### src/rtl/hid_rx_fifo.sv
// Multi-channel HID scan-code receive FIFO with W1C overflow status and a registered 64-bit read port.
// Optional threshold interrupt and IRQ_CTRL register are built only when HID_IRQ_EN is defined.
module hid_rx_fifo #(
  parameter int NCHAN = 2,
  parameter int DEPTH = 16,
  parameter int DW    = 9
) (
  input  logic                  msoc_clk,
  input  logic                  rst,
  input  logic [NCHAN-1:0]      rx_ready,
  input  logic [NCHAN*DW-1:0]   rx_data,
  input  logic [NCHAN-1:0]      rx_err,
  input  logic                  hid_en,
  input  logic                  hid_we,
  input  logic [7:0]            hid_addr,
  input  logic [63:0]           hid_wrdata,
  output logic [63:0]           hid_rddata,
  output logic                  irq
);

  localparam int AW = (DEPTH > 1) ? $clog2(DEPTH) : 1;
  localparam int CW = AW + 1;
  localparam logic [CW-1:0] DEPTH_C = CW'(DEPTH);
  localparam logic [4:0]    IRQ_W   = 5'(2 * NCHAN);

  logic [DW-1:0]    mem_q      [NCHAN][DEPTH];
  logic [AW-1:0]    wr_ptr_q   [NCHAN];
  logic [AW-1:0]    wr_ptr_d   [NCHAN];
  logic [AW-1:0]    rd_ptr_q   [NCHAN];
  logic [AW-1:0]    rd_ptr_d   [NCHAN];
  logic [CW-1:0]    count_q    [NCHAN];
  logic [CW-1:0]    count_d    [NCHAN];
  logic [NCHAN-1:0] ovf_q;
  logic [NCHAN-1:0] ovf_d;
  logic [NCHAN-1:0] rx_ready_q;
  logic [NCHAN-1:0] rx_ready_d;
  logic [63:0]      rddata_q;
  logic [63:0]      rddata_d;

  logic [4:0]       word_s;
  logic             rd_acc_s;
  logic             wr_acc_s;
  logic [NCHAN-1:0] push_s;
  logic [NCHAN-1:0] pop_s;
  logic [NCHAN-1:0] accept_s;
  logic [NCHAN-1:0] full_s;
  logic [NCHAN-1:0] empty_s;
  logic [NCHAN-1:0] ovf_clr_s;
  logic [63:0]      rd_word_s;

`ifdef HID_IRQ_EN
  logic [7:0] irq_en_q;
  logic [7:0] irq_en_d;
  logic [8:0] irq_thr_q;
  logic [8:0] irq_thr_d;
  logic       irq_q;
  logic       irq_d;
  logic       unused_s;
  assign unused_s = ^{hid_wrdata[63:25], hid_wrdata[17:8], hid_addr[2:0]};
`else
  logic       unused_s;
  assign unused_s = ^{hid_wrdata[63:19], hid_wrdata[17:0], hid_addr[2:0]};
`endif

  // Bus decode, per-channel push/pop arbitration and next-state for pointers, counts and overflow.
  always_comb begin
    word_s     = hid_addr[7:3];
    rd_acc_s   = hid_en & ~hid_we;
    wr_acc_s   = hid_en & hid_we;
    rx_ready_d = rx_ready;
    for (int c = 0; c < NCHAN; c++) begin
      push_s[c]    = rx_ready[c] & ~rx_ready_q[c];
      empty_s[c]   = (count_q[c] == '0);
      full_s[c]    = (count_q[c] == DEPTH_C);
      pop_s[c]     = rd_acc_s & (word_s == 5'(2 * c)) & ~empty_s[c];
      // A full FIFO still accepts a push when the same cycle pops.
      accept_s[c]  = push_s[c] & (~full_s[c] | pop_s[c]);
      ovf_clr_s[c] = wr_acc_s & (word_s == 5'(2 * c + 1)) & hid_wrdata[18];
      ovf_d[c]     = (push_s[c] & full_s[c] & ~pop_s[c]) | (ovf_q[c] & ~ovf_clr_s[c]);
      wr_ptr_d[c]  = accept_s[c] ? wr_ptr_q[c] + AW'(1) : wr_ptr_q[c];
      rd_ptr_d[c]  = pop_s[c] ? rd_ptr_q[c] + AW'(1) : rd_ptr_q[c];
      count_d[c]   = count_q[c] + {{(CW-1){1'b0}}, accept_s[c]} - {{(CW-1){1'b0}}, pop_s[c]};
    end
  end

  // Read mux over the register map, sampled from pre-update state.
  always_comb begin
    rd_word_s = 64'd0;
    for (int c = 0; c < NCHAN; c++) begin
      if (word_s == 5'(2 * c)) begin
        rd_word_s[DW-1:0] = empty_s[c] ? {DW{1'b0}} : mem_q[c][rd_ptr_q[c]];
        rd_word_s[DW]     = empty_s[c];
        rd_word_s[DW+1]   = rx_err[c];
      end else if (word_s == 5'(2 * c + 1)) begin
        rd_word_s[15:0] = 16'(count_q[c]);
        rd_word_s[16]   = empty_s[c];
        rd_word_s[17]   = full_s[c];
        rd_word_s[18]   = ovf_q[c];
        rd_word_s[19]   = rx_err[c];
      end else begin
        rd_word_s = rd_word_s;
      end
    end
`ifdef HID_IRQ_EN
    if (word_s == IRQ_W) begin
      rd_word_s[7:0]   = irq_en_q;
      rd_word_s[24:16] = irq_thr_q;
    end else begin
      rd_word_s = rd_word_s;
    end
`endif
    rddata_d = rd_acc_s ? rd_word_s : rddata_q;
  end

  // FIFO storage; contents need no reset because counts gate every read.
  always_ff @(posedge msoc_clk) begin
    for (int c = 0; c < NCHAN; c++) begin
      if (accept_s[c]) begin
        mem_q[c][wr_ptr_q[c]] <= rx_data[c*DW +: DW];
      end
    end
  end

  // Control state; rx_ready_q tracks the input even in reset to avoid a push on release.
  always_ff @(posedge msoc_clk) begin
    rx_ready_q <= rx_ready_d;
    if (rst) begin
      for (int c = 0; c < NCHAN; c++) begin
        wr_ptr_q[c] <= '0;
        rd_ptr_q[c] <= '0;
        count_q[c]  <= '0;
      end
      ovf_q    <= '0;
      rddata_q <= 64'd0;
    end else begin
      for (int c = 0; c < NCHAN; c++) begin
        wr_ptr_q[c] <= wr_ptr_d[c];
        rd_ptr_q[c] <= rd_ptr_d[c];
        count_q[c]  <= count_d[c];
      end
      ovf_q    <= ovf_d;
      rddata_q <= rddata_d;
    end
  end

  assign hid_rddata = rddata_q;

`ifdef HID_IRQ_EN
  // IRQ_CTRL update and threshold/overflow interrupt condition.
  always_comb begin
    if (wr_acc_s && (word_s == IRQ_W)) begin
      irq_en_d  = hid_wrdata[7:0];
      irq_thr_d = hid_wrdata[24:16];
    end else begin
      irq_en_d  = irq_en_q;
      irq_thr_d = irq_thr_q;
    end
    irq_d = 1'b0;
    for (int c = 0; c < NCHAN; c++) begin
      if (irq_en_q[c] && (((16'(count_q[c]) >= 16'(irq_thr_q)) && (irq_thr_q != 9'd0)) || ovf_q[c])) begin
        irq_d = 1'b1;
      end else begin
        irq_d = irq_d;
      end
    end
  end

  // Interrupt control registers.
  always_ff @(posedge msoc_clk) begin
    if (rst) begin
      irq_en_q  <= 8'd0;
      irq_thr_q <= 9'd0;
      irq_q     <= 1'b0;
    end else begin
      irq_en_q  <= irq_en_d;
      irq_thr_q <= irq_thr_d;
      irq_q     <= irq_d;
    end
  end

  assign irq = irq_q;
`else
  assign irq = 1'b0;
`endif

endmodule

### config.mk
export PLATFORM = sky130hd
export DESIGN_NAME = hid_rx_fifo
export DESIGN_NICKNAME = d
export VERILOG_FILES = /design/src/rtl/hid_rx_fifo.sv
export SDC_FILE = /design/constraint.sdc
export NUM_CORES = 1
export LEC_CHECK = 0
export CAP_MARGIN = 20
export CORE_UTILIZATION = 45
export DETAILED_ROUTE_END_ITERATION = 10
export PLACE_DENSITY = 0.71
export SETUP_SLACK_MARGIN = 0.02
export SKIP_CTS_REPAIR_TIMING = 1
export SLEW_MARGIN = 20
export SYNTH_ARGS = -nofsm -noshare
export SYNTH_HDL_FRONTEND = slang
export SYNTH_SLANG_ARGS = --single-unit
### constraint.sdc
create_clock -name msoc_clk -period 7.9 [get_ports msoc_clk]
set_clock_uncertainty 0.2 [all_clocks]
set_input_delay 1.975 -clock msoc_clk [delete_from_list [all_inputs] [get_ports msoc_clk]]
set_output_delay 1.975 -clock msoc_clk [all_outputs]
set_load 0.05 [all_outputs]
==> results.md <==
- Status: finished, final reports clean
- Max clock buf depth: 3
- Ranking of synthesized cells by area: edfxtp_1 (63%), mux4_2 (12%), dfxtp_1 (6.5%)
- Largest net degree at the start of global routing: 46
- # setup viols final: 0
- Worst path bufs/invs: 3
- Reg2reg end: count_q[0][4]
- Post-synth EDFFs: 288
- Routed len/inst: between 20 and 25 um
- Beginning of the critical path: hid_we
- TritonCTS clock tree: yes
- Diode count: 0
- Synthesized instance count: 805
- IO buf count: 46
- Critical Path End Type: flip-flop
- Vias in the first global route: 6897
- DR vias/cell: 5.545
- Synthesized flop and latch total: 333
- Final core utilization: 52.31%
- Reg2Reg Depth: 13
- Clk_lat worst skew: between 0.5 and 0.6 ns
- H-tree depth: 2
- CP delay by family, top: simple AND/OR/NAND/NOR gates
- R2r setup slk: between 4 and 5 ns
- FFs w/ async S/R, synth: 0%
- Max layer used: met4
- CTS Sinks: 333
- Worst EP arrival: 5.45 ns
- Total gr overflow: 0
- Synthesis-to-layout area growth: 13.26%
- Via count: 7076
- Cell with the most instances after synthesis: edfxtp_1
- Synth unique cells: 48
- Lkg Pwr: between 4 and 5 nW
- Initial DRC count: 596
- Max-cap violations: 0
- Vert. Die Dim: 177.1 um
- DRT Wirelength: around 27000 um
- CTS Buf Count: 34
- Top FF cell, synth: edfxtp_1
- Initial Utilization: between 40% and 50%
- DRC violations left: 0
- Initial antenna violation count: 1
- Final HPWL DP: 16620 um
- Ys Warns: 0
- Crit path cell chain: clkdlybuf4s50_1 > nand2b_1 > or4_1 > clkinv_2 > ha_1 > inv_1 > ha_1 > fa_1 > a21oi_1 > nor2_1 > or3_1 > a21oi_1
- Slew Viols, Final: 0
- Met3 WL: 1944 um
- Final Hold Fails: 0
- Core Box Area: about 30000 um2
- Ports: 163
- Crit path launch type: primary input
- Min Clock Period, post-route: about 5.2 ns
- Synth area leader: edfxtp_1
- Share of the synthesized area in the top cell type: between 60% and 70%
- Nets: just under 1000
- Slowest-stage cell, CP: or4_1
- Critical path depth in cells: 12
- DR WL met2: 12650 um
- Hold WS: 0.2885 ns
- Syn avg cell area: 17.14 um2
- Fraction of layout cells with a size suffix above 1: 16.93%
- Relative slew slack: 26.60%
- Critical path class: primary input to flip-flop
- Hold Path Class: flip-flop to flip-flop
- Worst-path clk slew: roughly 0.06 ns
- Sequential-to-total area share from yosys stat: 69.20%
- First-pass GRT wire length: roughly 40000 um
- Die W: 177.1 um
- Die ar.: 31370 um2
- M1 WL: 11680 um
- Worst-Margin Slew: approximately 1.1 ns
- Clock root buffer: clkbuf_16
- Gr usage total: 17.75%
- Fillers: 2364
- PD cells: 246.4 nW/um2
- Post-synth top cells: edfxtp_1 (288), mux4_2 (74), nor2_1 (65)
- Maximum clock rate: 191.9 MHz
- Slowest stage delay, CP: 0.79 ns
- Maximum VDD drop: roughly 0.00014 V
- Cell Area, Synth: 13800 um2
- Pre-antenna DRT Iters: 5
- Worst Setup EP: count_q[0][4]
- Crit path required time: 8.14 ns
- RR Startpoint: count_q[0][2]
- Worst hold path depth: 2
- Rows: 63
- Setup TNS: 0 ns
- DRT antenna net count: 0
- Gp weighted congestion: 0.8192
- Crit-path max FO: 16
- Period utilisation layout: 65.98%
- RSZ-0062 raised after global routing: false
-- cell families (layout without fill, tap and decap cells) --
group                      count (synthesis)  in the layout  synth area share (%)
AOI/OAI and AO/OA                         65             65                 3.319
xor gates and xnor gates                  18             18                 1.142
adders and majority gates                 24             24                 2.285
buffers and inverters                    109            141                 4.488
DFF                                      333            333                 69.20
muxes                                    104            104                 14.26
other                                      1             50               0.02717
and+or+nand+nor                          151            151                 5.277
-- metrics by stage --
stage	cells	setup WS (ns)	power [mW]	instance area [um2]
CTS	1275	2.696	3.868	15620
floorplan	854	2.985	2.220	13980
global placement	1213	2.207	2.287	14510
global route	1276	2.517	3.973	15630
finish	1276	2.688	3.851	15630
detailed placement	1213	2.189	2.293	14510
-- per-layer routing --
metal | track usage [%] | vias up
li1 | - | 3145
met2 | 27.28 | 270
met3 | 3.630 | 48
met5 | 0 | -
met1 | 25.49 | 3613
met4 | 5.388 | 0
-- placed cells by master, fill, tap and decap left out, types with 3 or more instances in the layout --
master           count
clkinv_2             6
nand4_1              4
mux2i_1             29
nand2_1             19
nor3_1              11
nor2b_1              9
dfxtp_1             42
inv_1               19
clkdlybuf4s50_1     46
a221oi_1             5
or4b_1               3
or3_1                4
buf_4               13
conb_1              50
bufinv_16            3
xnor2_1              8
nand3_1             13
a211oi_1             5
clkbuf_1             8
nand2b_1             6
nor4b_1              3
clkbuf_16           35
mux4_2              74
o21ai_0             11
a21oi_1             15
clkinv_1             6
ha_1                22
edfxtp_1           288
or4_1                3
nor3_2               4
dfxtp_2              3
nor2_1              65
a22oi_1             10
xor2_1              10
o22ai_1              7
-- sequential cells by signal (all words and copies together), names as in the netlist --
register    count
rd_ptr_q        8
ovf_q           2
mem_q         288
count_q        10
wr_ptr_q        8
rx_ready_q      2
hid_rddata     15
-- where the power goes --
part	internal, mW	switching, mW	total, mW
logic	0.0948	0.197	0.291
registers	1.94	0.0237	1.97
clock network	0.937	0.655	1.59
-- final cells by class --
type	instances	area, um2	share of cell area [%]
flip-flops and latches	333	9553	61.12
multi-input cells	412	3841	24.58
clock buffers	45	933.4	5.972
repair buffers	59	558.0	3.571
well taps	390	488.0	3.122
clock inverters	17	178.9	1.145
inverters	20	76.32	0.4884
-- worst min-delay path, stage by stage (launching register included) --
cell and delay, ns:
dfxtp_1 0.31, nor2_1 0.09, nor3_1 0.04
-- how the worst min path moves through the flow --
stage                    endpoint     startpoint
CTS                 hid_rddata[1]  hid_rddata[1]
detailed placement  hid_rddata[1]  hid_rddata[1]
floorplan                ovf_q[0]       ovf_q[0]
finish              hid_rddata[1]  hid_rddata[1]
global route        hid_rddata[1]  hid_rddata[1]
global placement         ovf_q[0]       ovf_q[0]
(Power assumes the default switching activity.)
